$ cat config.mk
export PLATFORM = sky130hd
export DESIGN_NAME = svf_sc_ctrl_flat
export DESIGN_NICKNAME = d
export VERILOG_FILES = /design/src/rtl/svf_sc_ctrl_if.sv /design/src/rtl/svf_sc_ctrl.sv /design/src/flat_wrapper.sv
export SDC_FILE = /design/constraint.sdc
export NUM_CORES = 1
export LEC_CHECK = 0
export BUFFER_PORTS_ARGS = -buffer_cell sky130_fd_sc_hd__buf_2
export CAP_MARGIN = 5
export CELL_PAD_IN_SITES_DETAIL_PLACEMENT = 1
export CELL_PAD_IN_SITES_GLOBAL_PLACEMENT = 1
export CORE_MARGIN = 2
export CORE_UTILIZATION = 49
export DETAILED_ROUTE_END_ITERATION = 10
export HOLD_SLACK_MARGIN = 0.15
export PLACE_DENSITY_LB_ADDON = 0.05
export SLEW_MARGIN = 10
export SYNTH_ARGS = -nofsm -noshare
export SYNTH_HDL_FRONTEND = slang
export SYNTH_SLANG_ARGS = --single-unit
$ cat constraint.sdc
create_clock -name clk -period 3.9 [get_ports clk]
set_input_delay 0 -clock clk [delete_from_list [all_inputs] [get_ports clk]]
set_output_delay 0 -clock clk [all_outputs]
set_load 0.02 [all_outputs]
$ cat src/rtl/svf_sc_ctrl_if.sv
// rtl/svf_sc_ctrl_if.sv - config handshake bundle for the SVF switched-capacitor controller
interface svf_sc_ctrl_if #(
  parameter int DIV_W = 8
);
  logic             cfg_valid;
  logic             cfg_ready;
  logic [DIV_W-1:0] cfg_div;
  logic [3:0]       cfg_q;
  logic [1:0]       cfg_sel;

  modport master (
    output cfg_valid,
    output cfg_div,
    output cfg_q,
    output cfg_sel,
    input  cfg_ready
  );

  modport slave (
    input  cfg_valid,
    input  cfg_div,
    input  cfg_q,
    input  cfg_sel,
    output cfg_ready
  );
endinterface

$ cat src/rtl/svf_sc_ctrl.sv
// rtl/svf_sc_ctrl.sv - SVF sc_clk sequencer/configurator; SVF_FC_GLIDE_EN enables one-step-per-period cutoff glide
module svf_sc_ctrl #(
  parameter int         DIV_W   = 8,
  parameter logic [3:0] RESET_Q = 4'd1
) (
  input  logic         clk,
  input  logic         rst_n,
  svf_sc_ctrl_if.slave cfg,
  output logic         sc_clk,
  output logic         q0,
  output logic         q1,
  output logic         q2,
  output logic         q3,
  output logic         sel0,
  output logic         sel1,
  output logic         sample_stb,
  output logic         running
);

  typedef enum logic [1:0] {
    ST_STOP = 2'd0,
    ST_LOW  = 2'd1,
    ST_HIGH = 2'd2
  } state_t;

  state_t           state;
  logic [DIV_W-1:0] cnt;
  logic [DIV_W-1:0] div_act;
  logic [3:0]       q_r;
  logic [1:0]       sel_r;
  logic             ready_r;

  logic             pend_valid;
  logic [DIV_W-1:0] pend_div;
  logic [3:0]       pend_q;
  logic [1:0]       pend_sel;

  logic             xfer;
  logic [DIV_W-1:0] div_next;

  assign xfer          = cfg.cfg_valid && ready_r;
  assign cfg.cfg_ready = ready_r;
  assign {q3, q2, q1, q0} = q_r;
  assign {sel1, sel0}     = sel_r;

  // Divider value that the next apply point loads: a jump, or one step toward the target when gliding
  always_comb begin
    div_next = pend_div;
`ifdef SVF_FC_GLIDE_EN
    // Starting or stopping the clock never glides; only running-to-running changes step
    if (pend_div != '0 && div_act != '0 && pend_div != div_act) begin
      if (pend_div > div_act) div_next = div_act + DIV_W'(1);
      else                    div_next = div_act - DIV_W'(1);
    end
`endif
  end

  // Handshake capture plus the STOP/LOW/HIGH sequencer; settings only move on sc_clk falling edges
  always_ff @(posedge clk or negedge rst_n) begin
    if (!rst_n) begin
      state      <= ST_STOP;
      cnt        <= '0;
      div_act    <= '0;
      q_r        <= RESET_Q;
      sel_r      <= 2'b11;
      ready_r    <= 1'b1;
      pend_valid <= 1'b0;
      pend_div   <= '0;
      pend_q     <= '0;
      pend_sel   <= '0;
      sc_clk     <= 1'b0;
      sample_stb <= 1'b0;
      running    <= 1'b0;
    end else begin
      sample_stb <= 1'b0;
      // ready comes back one cycle after the pending slot empties
      ready_r    <= !xfer && !pend_valid;

      // ready is only high while nothing is pending, so capture never collides with apply
      if (xfer) begin
        pend_valid <= 1'b1;
        pend_div   <= cfg.cfg_div;
        pend_q     <= cfg.cfg_q;
        pend_sel   <= cfg.cfg_sel;
      end

      case (state)
        ST_STOP: begin
          sc_clk  <= 1'b0;
          running <= 1'b0;
          if (pend_valid) begin
            q_r        <= pend_q;
            sel_r      <= pend_sel;
            div_act    <= div_next;
            pend_valid <= 1'b0;
            if (div_next != '0) begin
              state   <= ST_LOW;
              cnt     <= div_next;
              running <= 1'b1;
            end
          end
        end

        ST_LOW: begin
          if (cnt != '0) begin
            cnt <= cnt - DIV_W'(1);
          end else begin
            sc_clk     <= 1'b1;
            sample_stb <= 1'b1;
            state      <= ST_HIGH;
            cnt        <= div_act;
          end
        end

        ST_HIGH: begin
          if (cnt != '0) begin
            cnt <= cnt - DIV_W'(1);
          end else begin
            sc_clk <= 1'b0;
            if (pend_valid) begin
              q_r        <= pend_q;
              sel_r      <= pend_sel;
              div_act    <= div_next;
              cnt        <= div_next;
              pend_valid <= (div_next != pend_div);
              if (div_next == '0) begin
                state   <= ST_STOP;
                running <= 1'b0;
              end else begin
                state <= ST_LOW;
              end
            end else begin
              cnt   <= div_act;
              state <= ST_LOW;
            end
          end
        end

        default: begin
          state   <= ST_STOP;
          sc_clk  <= 1'b0;
          running <= 1'b0;
        end
      endcase
    end
  end

endmodule

$ cat src/flat_wrapper.sv
// flat-port wrapper written by rule: the top's interface ports become plain ports
module svf_sc_ctrl_flat 
#(
  parameter int         DIV_W   = 8,
  parameter logic [3:0] RESET_Q = 4'd1
)
  (clk, rst_n, sc_clk, q0, q1, q2, q3, sel0, sel1, sample_stb, running, cfg_cfg_valid, cfg_cfg_div, cfg_cfg_q, cfg_cfg_sel, cfg_cfg_ready);
  svf_sc_ctrl_if #(.DIV_W(DIV_W)) cfg_i ();
  input  logic clk;
  input  logic rst_n;
  output logic sc_clk;
  output logic q0;
  output logic q1;
  output logic q2;
  output logic q3;
  output logic sel0;
  output logic sel1;
  output logic sample_stb;
  output logic running;
  input wire logic [$bits(cfg_i.cfg_valid)-1:0] cfg_cfg_valid;
  input wire logic [$bits(cfg_i.cfg_div)-1:0] cfg_cfg_div;
  input wire logic [$bits(cfg_i.cfg_q)-1:0] cfg_cfg_q;
  input wire logic [$bits(cfg_i.cfg_sel)-1:0] cfg_cfg_sel;
  output wire logic [$bits(cfg_i.cfg_ready)-1:0] cfg_cfg_ready;
  assign cfg_i.cfg_valid = cfg_cfg_valid;
  assign cfg_i.cfg_div = cfg_cfg_div;
  assign cfg_i.cfg_q = cfg_cfg_q;
  assign cfg_i.cfg_sel = cfg_cfg_sel;
  assign cfg_cfg_ready = cfg_i.cfg_ready;
  svf_sc_ctrl #(.DIV_W(DIV_W), .RESET_Q(RESET_Q)) u_core (.clk(clk), .rst_n(rst_n), .cfg(cfg_i), .sc_clk(sc_clk), .q0(q0), .q1(q1), .q2(q2), .q3(q3), .sel0(sel0), .sel1(sel1), .sample_stb(sample_stb), .running(running));
endmodule
# After elaboration in Yosys (flattened, before gate mapping)
# Cells that the tools add are included.
[totals]
latch_bits = 0
n_memories = 0
register_bits = 43
romBits = 0
wordCells = 74
output_inout_bits = 10
ram_bits = 0
inputBits = 17
[op_classes]
n_mul = 0
shift = 0
reduce_logical = 15
addsub = 1
n_mux = 36
bitwise = 1
magnitude_cmp = 0
n_div = 0
eq_ne = 8
[op_table]
columns = ["cell", "count"]
rows = [
  ["8-bit two-way mux", 6],
  ["8-bit case mux with 3 select lines", 1],
  ["8-bit case mux with 2 select lines", 1],
  ["8-bit nonzero test", 2],
  ["1-bit two-way mux", 14],
  ["2-bit two-way mux", 6],
  ["8-bit zero test", 1],
  ["4-bit two-way mux", 2],
  ["2-bit by 1-bit != test with 1-bit output, second input constant", 4],
  ["4-bit case mux with 2 select lines", 1],
  ["4-bit AND reduction", 2],
  ["8-bit by 1-bit subtractor with 8-bit output, second input constant", 1],
  ["2-bit case mux with 3 select lines", 1],
  ["2-bit != test, second input constant", 2],
  ["1-bit case mux with 2 select lines", 2],
  ["2-bit case mux with 2 select lines", 1],
  ["2-bit AND reduction", 2],
  ["1-bit case mux with 3 select lines", 1],
  ["3-bit AND reduction", 1],
  ["3-bit nonzero test", 1],
  ["2-bit by 1-bit equality test with 1-bit output, second input constant", 1],
  ["2-bit equality test, second input constant", 1],
  ["1-bit logical AND", 2],
  ["1-bit zero test", 2],
  ["other kinds (3)", 3],
]

# Longest topological paths before layout
# Gate-level depths: netlist (run 1).
[depth]
depth_word = 5
mapped_depth = 9
depth_no_buf = 7

# Worst setup path before layout (run 1)
# No wires, ideal clock.
[synth_path]
path_type = "flip-flop to flip-flop"
start = "register u_core.cnt[0]"
end = "register u_core.div_act[0]"
setup_ns = 0.125
path_stages_with_launch = 10
required_time_ns = 3.775
arrival_ns = 1.993
setup_slack_ns = 1.782
path_buffers = 2
synth_period_minus_slack_ns = 2.118
path_cell_list = "dfrtp_1 inv_1 ha_1 or4b_1 buf_2 nor3_2 a21oi_2 nand2b_4 buf_6 mux2_4"
[synth_via]
elab_chain_len = 3
[synth_rtl]
columns = ["element", "line_no", "rtl"]
rows = [
  ["from (decl)", "svf_sc_ctrl.sv:27", "logic [DIV_W-1:0] cnt;"],
  ["from (signal assigned)", "svf_sc_ctrl.sv:98", "cnt <= div_next;"],
  ["from (signal assigned)", "svf_sc_ctrl.sv:106", "cnt <= cnt - DIV_W'(1);"],
  ["from (signal assigned)", "svf_sc_ctrl.sv:111", "cnt <= div_act;"],
  ["8-bit nonzero test", "svf_sc_ctrl.sv:116", "if (cnt != '0) begin"],
  ["2-bit != test (no source line)", "n/a", ""],
  ["2-bit AND reduction (no source line)", "n/a", ""],
  ["to (signal assigned)", "svf_sc_ctrl.sv:94", "div_act <= div_next;"],
  ["to (signal assigned)", "svf_sc_ctrl.sv:123", "div_act <= div_next;"],
  ["to (decl)", "svf_sc_ctrl.sv:28", "logic [DIV_W-1:0] div_act;"],
]
# No other way between the ends.
# A chain may end at the register's enable or synchronous reset.

# Worst setup path after layout (run 1)
[layout_path]
start = "register u_core.cnt[1]"
end = "register u_core.cnt[4]"
[layout_via]
elab_chain_len = 3
word_cells_on_any_way = 5
cone_classes = "add/sub (1); mux (3); reduce/logical (1)"
[layout_rtl]
columns = ["element", "line_no", "rtl"]
rows = [
  ["8-bit by 1-bit subtractor with 8-bit output / 8-bit nonzero test (equally long branches)", "n/a", ""],
  ["8-bit two-way mux (on tied branches)", "svf_sc_ctrl.sv:116, svf_sc_ctrl.sv:105", ""],
  ["8-bit case mux with 3 select lines (*)", "svf_sc_ctrl.sv:87", "case (state)"],
]
# Every way passes the cells marked *; elsewhere a longest branch is shown, timed or not.

==> results of run 1 <==
## power by group through the flow
stage	Combinational (W)	Sequential (W)	Clock [W]
after CTS	0.00121	0.000929	0.000290
after global routing	0.00137	0.000982	0.000313
after detailed placement	0.00119	0.000936	0
after floorplan	0.000916	0.000884	0
final	0.00126	0.000952	0.000293
after global placement	0.00114	0.000911	0
## metrics by stage
stage               hold slack, ps  worst slack, ps  area [um2]  power (W)
finish                         385             1220        2680    0.00250
global route                   460             1030        2680    0.00266
CTS                            394             1260        2680    0.00243
detailed placement             194             1300        2440    0.00212
global placement               178             1400        2440    0.00205
floorplan                     -296             1780        2280    0.00180
## Yosys cell counts (2+ instances only)
cell type                   count
sky130_fd_sc_hd__dfrtp_1       39
sky130_fd_sc_hd__inv_1          5
sky130_fd_sc_hd__nand3_1        4
sky130_fd_sc_hd__o21a_1         4
sky130_fd_sc_hd__mux2_2        21
sky130_fd_sc_hd__nor2_1        15
sky130_fd_sc_hd__ha_1           6
sky130_fd_sc_hd__nand2b_1       6
sky130_fd_sc_hd__mux2i_1        7
sky130_fd_sc_hd__a21o_1         2
sky130_fd_sc_hd__nand2_1        5
sky130_fd_sc_hd__nor3_1         2
sky130_fd_sc_hd__mux2_4         9
sky130_fd_sc_hd__o31ai_1        3
sky130_fd_sc_hd__a21oi_1       13
sky130_fd_sc_hd__o221ai_1       2
sky130_fd_sc_hd__o21ai_0       11
sky130_fd_sc_hd__or4_1          2
sky130_fd_sc_hd__clkbuf_1       4
sky130_fd_sc_hd__dfstp_2        4
sky130_fd_sc_hd__nor2b_1        5
sky130_fd_sc_hd__a31oi_1        7
sky130_fd_sc_hd__o2111ai_1      3
sky130_fd_sc_hd__o22ai_1        4
sky130_fd_sc_hd__buf_2          2
sky130_fd_sc_hd__o21bai_1       2
## path summary, 6_finish.rpt
path,slack [ps],to,cells after the start,startpoint
setup reg to reg,1220,u_core.cnt[4],7,u_core.cnt[1]
max in group asynchronous,2910,u_core.cnt[6],2,rst_n
setup / recovery,1220,u_core.cnt[4],7,u_core.cnt[1]
min in group clk,460,u_core.pend_sel[1],3,cfg_cfg_sel[1]
hold reg to reg,490,u_core.sc_clk,1,u_core.sc_clk
hold / removal,390,u_core.div_act[4],2,rst_n
## repair_timing
item / CTS / global route
gates resized for setup: 0 / 0
endpoints found under the hold margin: 55 / 0
hold buffers: 16 / 0
## cells by family (layout without fill, tap and decap cells)
kind of cell             count (synthesis)  count (layout)  share of synthesized area [%]
AO/OA/AOI/OAI                           54              54                           14.7
XOR/XNOR                                 1               1                          0.384
adder cells (fa/ha/maj)                  6               6                           3.29
buffers and inverters                   15              57                           3.07
flip-flops                              43              43                           47.3
multiplexers                            37              37                           19.3
AND/OR/NAND/NOR                         49              49                           11.8
## routing by layer
layer,track usage (%),vias up
li1,-,827
met1,37.1,980
met2,49.3,60
met3,5.56,10
met4,7.76,0
met5,0,-
## registers in the layout, summed over array words and instances (netlist names)
signal and count:
u_core.q_r 4, u_core.state 2, u_core.cnt 8, u_core.pend_valid 1, u_core.pend_sel 2, u_core.sample_stb 1
u_core.pend_q 4, u_core.cfg.cfg_ready 1, u_core.div_next 8, u_core.sc_clk 1, u_core.sel_r 2, u_core.div_act 8
u_core.running 1
## worst reg2reg max path, stage by stage (launching register included)
cell and delay [ps]:
sky130_fd_sc_hd__dfrtp_1 420, sky130_fd_sc_hd__inv_1 120, sky130_fd_sc_hd__ha_1 200, sky130_fd_sc_hd__or4b_1 600, sky130_fd_sc_hd__nor2_1 690, sky130_fd_sc_hd__a21oi_1 180
sky130_fd_sc_hd__o2111ai_1 240, sky130_fd_sc_hd__a31oi_1 110
## area by class of cell
class,count,area [um2]
clock buffers,6,72.6
clock inverters,2,12.5
multi-input cells,147,1130
inverters,6,22.5
flip-flops and latches,43,1080
repair buffers,43,298
fillers,470,1730
well taps,52,65.1
==> flow_summary.html, run 1 <==
<table>
<tr><th>Metric</th><th>Value</th></tr>
<tr><th colspan="2">Synth</th></tr>
<tr><td>Part of the Yosys area used for sequential elements</td><td>47.3%</td></tr>
<tr><td>Cell area after technology mapping</td><td>2280 um2</td></tr>
<tr><td>Count of flip-flops with a built-in enable after synthesis</td><td>0</td></tr>
<tr><td>Cells taking the most area after synthesis</td><td>sky130_fd_sc_hd__dfrtp_1 (43%), sky130_fd_sc_hd__mux2_2 (10%), sky130_fd_sc_hd__mux2_4 (5.9%)</td></tr>
<tr><td>Area share of the leading cell type in the synthesized netlist</td><td>between 40% and 50%</td></tr>
<tr><td>Most instantiated flip-flop cell in the synthesis netlist</td><td>sky130_fd_sc_hd__dfrtp_1</td></tr>
<tr><td>Cell taking the most area after synthesis</td><td>sky130_fd_sc_hd__dfrtp_1</td></tr>
<tr><td>Seq cells post-synth</td><td>43</td></tr>
<tr><td>Async S/R FF share, synth</td><td>100%</td></tr>
<tr><td>Post-Syn Instances</td><td>just over 200</td></tr>
<tr><td>Cell variety after synth</td><td>44</td></tr>
<tr><td>Mapped Nets</td><td>228</td></tr>
<tr><td>Count of yosys warnings during synthesis</td><td>0</td></tr>
<tr><td>Mapped Avg Cell Area</td><td>11.1 um2</td></tr>
<tr><th colspan="2">Power and ir drop</th></tr>
<tr><td>Cell Pwr Density</td><td>about 930 nW/um2</td></tr>
<tr><td>Portion of total power attributed to combinational logic</td><td>between 50% and 60%</td></tr>
<tr><td>Switching component of the power</td><td>between 0.001 and 0.0015 W</td></tr>
<tr><td>Clock power share</td><td>11.7%</td></tr>
<tr><td>Worst supply voltage drop on vdd</td><td>0.524 mV</td></tr>
<tr><td>Leakage power of the design</td><td>1.21 nW</td></tr>
<tr><td>Switching share of total power</td><td>between 40% and 50%</td></tr>
<tr><td>Share of power burned in registers</td><td>38.1%</td></tr>
<tr><td>Internal power</td><td>0.00140 W</td></tr>
<tr><th colspan="2">GRT</th></tr>
<tr><td>Number of global-route vias before repair</td><td>about 2,000</td></tr>
<tr><td>Overflow left after global routing</td><td>0</td></tr>
<tr><td>Gr usage total</td><td>28.7%</td></tr>
<tr><td>Antenna violations before repair</td><td>0</td></tr>
<tr><td>Maximum number of pins on one net before global-route repair</td><td>44</td></tr>
<tr><td>First-pass GRT wire length</td><td>approximately 11,000 um</td></tr>
<tr><th colspan="2">Clock tree</th></tr>
<tr><td>Number of H-tree levels</td><td>2</td></tr>
<tr><td>Total clock sinks</td><td>43</td></tr>
<tr><td>Number of setup buffers added after CTS</td><td>0</td></tr>
<tr><td>Total clock buffers created by CTS</td><td>5</td></tr>
<tr><td>TritonCTS clock tree</td><td>done</td></tr>
<tr><td>CTS max path bufs</td><td>2</td></tr>
<tr><td>Skew-Pair Late Insertion Delay</td><td>310 ps</td></tr>
<tr><td>Clock tree root driver cell</td><td>sky130_fd_sc_hd__clkbuf_8</td></tr>
<tr><td>Clock transition at the register clock pins on the worst setup and hold paths after CTS</td><td>100 ps</td></tr>
<tr><th colspan="2">Floorplan</th></tr>
<tr><td>Die outline area</td><td>around 5200 um2</td></tr>
<tr><td>Initial core utilization</td><td>51.7%</td></tr>
<tr><td>Row Count</td><td>24</td></tr>
<tr><td>Core Box Area</td><td>4410 um2</td></tr>
<tr><td>Vert. Die Dim</td><td>72.3 um</td></tr>
<tr><td>Horizontal die dimension</td><td>72.3 um</td></tr>
<tr><td>I/O pins</td><td>27</td></tr>
<tr><th colspan="2">STA</th></tr>
<tr><td>Hold violation count in the final report</td><td>0</td></tr>
<tr><td>Fmax</td><td>~0.37 GHz</td></tr>
<tr><td>Final Max Tran Viols</td><td>0</td></tr>
<tr><td>Setup TNS after final layout</td><td>0 ps</td></tr>
<tr><td>Fin crit share</td><td>68.8%</td></tr>
<tr><td>Final clock skew</td><td>12.9 ps</td></tr>
<tr><td>Slew HR</td><td>35.1%</td></tr>
<tr><td>Slew at the pin closest to its max-slew limit</td><td>974 ps</td></tr>
<tr><td>RSZ-0062 raised after global routing</td><td>false</td></tr>
<tr><td>Shortest period the worst path allows</td><td>~2700 ps</td></tr>
<tr><td>Number of endpoints failing setup at the final stage</td><td>0</td></tr>
<tr><th colspan="2">Critical path</th></tr>
<tr><td>Max stage delay cell, worst path</td><td>sky130_fd_sc_hd__nor2_1</td></tr>
<tr><td>Required time of the critical path</td><td>4080 ps</td></tr>
<tr><td>Element type at the critical path start</td><td>flip-flop</td></tr>
<tr><td>Delay contributed by the slowest stage of the critical path</td><td>roughly 690 ps</td></tr>
<tr><td>Peak fanout along the critical path</td><td>13</td></tr>
<tr><td>Total buffers and inverters traversed by the critical path</td><td>1</td></tr>
<tr><td>Family with the most delay on the worst path</td><td>simple AND/OR/NAND/NOR gates</td></tr>
<tr><td>Crit path DAT</td><td>2860 ps</td></tr>
<tr><td>Cells along the critical path</td><td>inv_1, ha_1, or4b_1, nor2_1, a21oi_1, o2111ai_1, a31oi_1</td></tr>
<tr><td>Crit Path Category</td><td>reg -&gt; reg</td></tr>
<tr><td>Type of destination of the critical path</td><td>flip-flop</td></tr>
<tr><th colspan="2">Detailed routing</th></tr>
<tr><td>Total iterations of the first detailed-routing run</td><td>4</td></tr>
<tr><td>Uppermost metal layer occupied by signal nets</td><td>met4</td></tr>
<tr><td>Antenna Nets Post-Route</td><td>0</td></tr>
<tr><td>Routed length on met1</td><td>2840 um</td></tr>
<tr><td>Wire per inst</td><td>~22 um</td></tr>
<tr><td>Final Routed Wirelength</td><td>~6700 um</td></tr>
<tr><td>Vias/cell</td><td>6.28</td></tr>
<tr><td>DR WL met2</td><td>approximately 3500 um</td></tr>
<tr><td>Number of DRC violations after detailed routing</td><td>0</td></tr>
<tr><td>First DRT Iteration DRCs</td><td>70</td></tr>
<tr><td>Routed vias</td><td>1,877</td></tr>
<tr><td>Met3 WL</td><td>roughly 290 um</td></tr>
<tr><th colspan="2">Placed design</th></tr>
<tr><td>Placer congestion estimate</td><td>0.853</td></tr>
<tr><td>Cell Count Post-Placement</td><td>275</td></tr>
<tr><td>Detailed placement HPWL</td><td>4010 um</td></tr>
<tr><td>Count of input and output buffers</td><td>26</td></tr>
<tr><th colspan="2">Final layout</th></tr>
<tr><td>Layout area overhead</td><td>17.5%</td></tr>
<tr><td>Final instance count without filler cells</td><td>299</td></tr>
<tr><td>Util after Layout</td><td>60.8%</td></tr>
<tr><td>Share of layout cells above drive strength 1</td><td>28.7%</td></tr>
<tr><td>Most frequent standard cell in the layout excluding fill and tap cells</td><td>sky130_fd_sc_hd__dfrtp_1</td></tr>
<tr><td>Most frequent cells in the layout</td><td>sky130_fd_sc_hd__dfrtp_1 (39), sky130_fd_sc_hd__buf_2 (26), sky130_fd_sc_hd__mux2_2 (21)</td></tr>
<tr><td># nets final</td><td>269</td></tr>
<tr><td>Total inserted antenna cells</td><td>0</td></tr>
<tr><th colspan="2">Run status</th></tr>
<tr><td>Run status</td><td>complete, no violations</td></tr>
<tr><th colspan="2">Job</th></tr>
<tr><td>Total of max-cap violations</td><td>0</td></tr>
<tr><th colspan="2">Worst hold path</th></tr>
<tr><td>Worst min path class</td><td>in -&gt; async</td></tr>
</table>
Power figures use the tool's default switching activity.
==> inputs of run 2 (changes only) <==
--- a/config.mk
+++ b/config.mk
@@ -10,7 +10,7 @@
 export CELL_PAD_IN_SITES_DETAIL_PLACEMENT = 1
 export CELL_PAD_IN_SITES_GLOBAL_PLACEMENT = 1
 export CORE_MARGIN = 2
-export CORE_UTILIZATION = 49
+export CORE_UTILIZATION = 41
 export DETAILED_ROUTE_END_ITERATION = 10
 export HOLD_SLACK_MARGIN = 0.15
 export PLACE_DENSITY_LB_ADDON = 0.05
==> constraint.sdc (replaced) <==
create_clock -name clk -period 2.3 [get_ports clk]
set_input_delay 0 -clock clk [delete_from_list [all_inputs] [get_ports clk]]
set_output_delay 0 -clock clk [all_outputs]
set_load 0.02 [all_outputs]
==> flow_summary.html, run 2 (synthesis gave the netlist of run 1 again) <==
<table>
<tr><th>Metric</th><th>Value</th></tr>
<tr><th colspan="2">Floorplan</th></tr>
<tr><td>Initial core utilization</td><td>42.0% (was 51.7%)</td></tr>
<tr><td>Vert. Die Dim</td><td>78.6 um (was 72.3 um)</td></tr>
<tr><td>I/O pins</td><td>27 (unchanged)</td></tr>
<tr><td>Die outline area</td><td>6180 um2 (was 5220 um2)</td></tr>
<tr><td>Row Count</td><td>27 (was 24)</td></tr>
<tr><td>Horizontal die dimension</td><td>78.6 um (was 72.3 um)</td></tr>
<tr><td>Core Box Area</td><td>5440 um2 (was 4410 um2)</td></tr>
<tr><th colspan="2">Critical path</th></tr>
<tr><td>Element type at the critical path start</td><td>flip-flop (unchanged)</td></tr>
<tr><td>Required time of the critical path</td><td>2480 ps (was 4080 ps)</td></tr>
<tr><td>Crit path DAT</td><td>2360 ps (was 2860 ps)</td></tr>
<tr><td>Startpoint of the lowest-slack register-to-register path</td><td>u_core.cnt[0] (was u_core.cnt[1])</td></tr>
<tr><td>Start point of the critical path</td><td>u_core.cnt[0] (was u_core.cnt[1])</td></tr>
<tr><td>Type of destination of the critical path</td><td>flip-flop (unchanged)</td></tr>
<tr><td>Register-to-register setup slack</td><td>120 ps (was 1220 ps)</td></tr>
<tr><td>Peak fanout along the critical path</td><td>13 (unchanged)</td></tr>
<tr><td>Crit Path Category</td><td>reg -&gt; reg (unchanged)</td></tr>
<tr><th colspan="2">Clock tree</th></tr>
<tr><td>CTS max path bufs</td><td>2 (unchanged)</td></tr>
<tr><td>TritonCTS clock tree</td><td>done (unchanged)</td></tr>
<tr><td>Clock transition at the register clock pins on the worst setup and hold paths after CTS</td><td>90 ps (was 100 ps)</td></tr>
<tr><td>Number of setup buffers added after CTS</td><td>0 (unchanged)</td></tr>
<tr><td>Total clock sinks</td><td>43 (unchanged)</td></tr>
<tr><td>Skew-Pair Late Insertion Delay</td><td>290 ps (was 310 ps)</td></tr>
<tr><td>Clock tree root driver cell</td><td>sky130_fd_sc_hd__clkbuf_8 (unchanged)</td></tr>
<tr><td>Number of H-tree levels</td><td>2 (unchanged)</td></tr>
<tr><td>Total clock buffers created by CTS</td><td>5 (unchanged)</td></tr>
<tr><th colspan="2">STA</th></tr>
<tr><td>Slew HR</td><td>35.2% (was 35.1%)</td></tr>
<tr><td>Fin crit share</td><td>94.8% (was 68.8%)</td></tr>
<tr><td>RSZ-0062 raised after global routing</td><td>false (unchanged)</td></tr>
<tr><td>Final setup margin</td><td>121 ps (was 1220 ps)</td></tr>
<tr><td>Final clock skew</td><td>5.23 ps (was 12.9 ps)</td></tr>
<tr><td>Hold violation count in the final report</td><td>0 (unchanged)</td></tr>
<tr><td>Shortest period the worst path allows</td><td>2180 ps (was 2680 ps)</td></tr>
<tr><td>Number of endpoints failing setup at the final stage</td><td>0 (unchanged)</td></tr>
<tr><td>Final Max Tran Viols</td><td>0 (unchanged)</td></tr>
<tr><td>Fmax</td><td>0.459 GHz (was 0.373 GHz)</td></tr>
<tr><td>Slew at the pin closest to its max-slew limit</td><td>971 ps (was 974 ps)</td></tr>
<tr><th colspan="2">GRT</th></tr>
<tr><td>Gr usage total</td><td>19.9% (was 28.7%)</td></tr>
<tr><td>Antenna violations before repair</td><td>0 (unchanged)</td></tr>
<tr><td>Maximum number of pins on one net before global-route repair</td><td>44 (unchanged)</td></tr>
<tr><td>Overflow left after global routing</td><td>0 (unchanged)</td></tr>
<tr><td>Number of global-route vias before repair</td><td>1,949 (was 1,997)</td></tr>
<tr><td>First-pass GRT wire length</td><td>9580 um (was 11,200 um)</td></tr>
<tr><th colspan="2">Detailed routing</th></tr>
<tr><td>First DRT Iteration DRCs</td><td>57 (was 70)</td></tr>
<tr><td>Final Routed Wirelength</td><td>5650 um (was 6720 um)</td></tr>
<tr><td>Number of DRC violations after detailed routing</td><td>0 (unchanged)</td></tr>
<tr><td>Wire per inst</td><td>17.4 um (was 22.5 um)</td></tr>
<tr><td>Antenna Nets Post-Route</td><td>0 (unchanged)</td></tr>
<tr><td>Routed vias</td><td>1,773 (was 1,877)</td></tr>
<tr><td>Total iterations of the first detailed-routing run</td><td>4 (unchanged)</td></tr>
<tr><td>Vias/cell</td><td>5.46 (was 6.28)</td></tr>
<tr><th colspan="2">Power and ir drop</th></tr>
<tr><td>Cell Pwr Density</td><td>1530 nW/um2 (was 932 nW/um2)</td></tr>
<tr><td>Internal power</td><td>0.00254 W (was 0.00140 W)</td></tr>
<tr><td>Leakage power of the design</td><td>1.25 nW (was 1.21 nW)</td></tr>
<tr><td>Clock power share</td><td>13.7% (was 11.7%)</td></tr>
<tr><td>Portion of total power attributed to combinational logic</td><td>50.8% (was 50.2%)</td></tr>
<tr><td>Worst supply voltage drop on vdd</td><td>0.673 mV (was 0.524 mV)</td></tr>
<tr><td>Switching component of the power</td><td>0.00174 W (was 0.00110 W)</td></tr>
<tr><td>Switching share of total power</td><td>40.6% (was 43.9%)</td></tr>
<tr><td>Share of power burned in registers</td><td>35.6% (was 38.1%)</td></tr>
<tr><th colspan="2">Final layout</th></tr>
<tr><td>Total inserted antenna cells</td><td>0 (unchanged)</td></tr>
<tr><td>Seq. cell area</td><td>1080 um2 (unchanged)</td></tr>
<tr><td>Fill cell count</td><td>591 (was 470)</td></tr>
<tr><td>Multi-input gate area</td><td>1150 um2 (was 1130 um2)</td></tr>
<tr><td>Util after Layout</td><td>51.4% (was 60.8%)</td></tr>
<tr><td># nets final</td><td>276 (was 269)</td></tr>
<tr><td>Layout area overhead</td><td>22.5% (was 17.5%)</td></tr>
<tr><td>Most frequent cells in the layout</td><td>sky130_fd_sc_hd__dfrtp_1 (39), sky130_fd_sc_hd__buf_2 (26), sky130_fd_sc_hd__mux2_2 (21) (unchanged)</td></tr>
<tr><td>Share of layout cells above drive strength 1</td><td>32.4% (was 28.7%)</td></tr>
<tr><td>Most frequent standard cell in the layout excluding fill and tap cells</td><td>sky130_fd_sc_hd__dfrtp_1 (unchanged)</td></tr>
<tr><th colspan="2">Placed design</th></tr>
<tr><td>Placer congestion estimate</td><td>0.842 (was 0.853)</td></tr>
<tr><td>Detailed placement HPWL</td><td>3930 um (was 4010 um)</td></tr>
<tr><td>Pre-CTS setup slack</td><td>-29.8 ps (was 1300 ps)</td></tr>
<tr><td>Count of input and output buffers</td><td>26 (unchanged)</td></tr>
<tr><th colspan="2">Run status</th></tr>
<tr><td>Run status</td><td>complete, no violations (unchanged)</td></tr>
<tr><th colspan="2">Job</th></tr>
<tr><td>Total of max-cap violations</td><td>0 (unchanged)</td></tr>
<tr><th colspan="2">Worst hold path</th></tr>
<tr><td>Worst min path class</td><td>in -&gt; async (unchanged)</td></tr>
</table>
run 2: path summary, 6_finish.rpt:
check,endpoint,depth (start not counted)
setup reg to reg,u_core.q_r[2],7
hold / removal,u_core.sc_clk,2
min in group clk,u_core.cfg.cfg_ready,3
setup / recovery,u_core.q_r[2],7
max in group asynchronous,u_core.div_next[5],2
hold reg to reg,u_core.sc_clk,1
run 2: repair_timing:
action	CTS	global route
pin swaps	0	0
cloned	0	0
hold buffers	16	0
gates resized for setup	1	3
endpoints found under the setup margin	2	15
endpoints found under the hold margin	55	0
run 2: layer usage:
| layer | wire [um] | share of wire (%) | up-vias | track usage, % |
|---|---|---|---|---|
| met1 | 2580 | 46 | 899 | 24.8 |
| li1 | - | - | 838 | - |
| met3 | 169 | 3.0 | 6 | 3.79 |
| met5 | 0 | 0 | - | 0 |
| met4 | 53 | 0.94 | 0 | 5.96 |
| met2 | 2840 | 50 | 30 | 34.9 |
run 2: cell type report:
type	count	area share, %
Inverter	6	0.805
Sequential cell	43	38.6
Multi-Input combinational cell	147	41.0
Clock buffer	5	2.46
Timing Repair Buffer	50	12.5
Tap cell	72	3.22
Clock inverter	2	1.34
run 2: per-stage QoR:
step	instance area (um2)	hold slack, ps	setup TNS (ps)	total power [W]	std cells
after CTS	2790	406	0	0.00430	325
final	2800	398	0	0.00428	325
after floorplan	2280	-296	0	0.00305	205
after global routing	2800	435	0	0.00460	325
after detailed placement	2520	190	-29.8	0.00365	302
after global placement	2520	184	0	0.00355	302
run 2: power by group through the flow:
| stage | Clock, W | Sequential [W] | Combinational, W |
|---|---|---|---|
| 3_3_place_gp | 0 | 0.00150 | 0.00205 |
| 4_1_cts | 0.000607 | 0.00152 | 0.00218 |
| 2_1_floorplan | 0 | 0.00150 | 0.00155 |
| 5_1_grt | 0.000635 | 0.00158 | 0.00238 |
| 3_5_place_dp | 0 | 0.00153 | 0.00212 |
| 6_report | 0.000585 | 0.00152 | 0.00217 |
run 2: critical path: stages (launching register included):
cell	delay (ps)
sky130_fd_sc_hd__dfrtp_1	410
sky130_fd_sc_hd__inv_1	120
sky130_fd_sc_hd__ha_2	210
sky130_fd_sc_hd__or4b_4	500
sky130_fd_sc_hd__nor3_2	140
sky130_fd_sc_hd__a21oi_2	70
sky130_fd_sc_hd__nand2b_4	260
sky130_fd_sc_hd__mux2_4	340
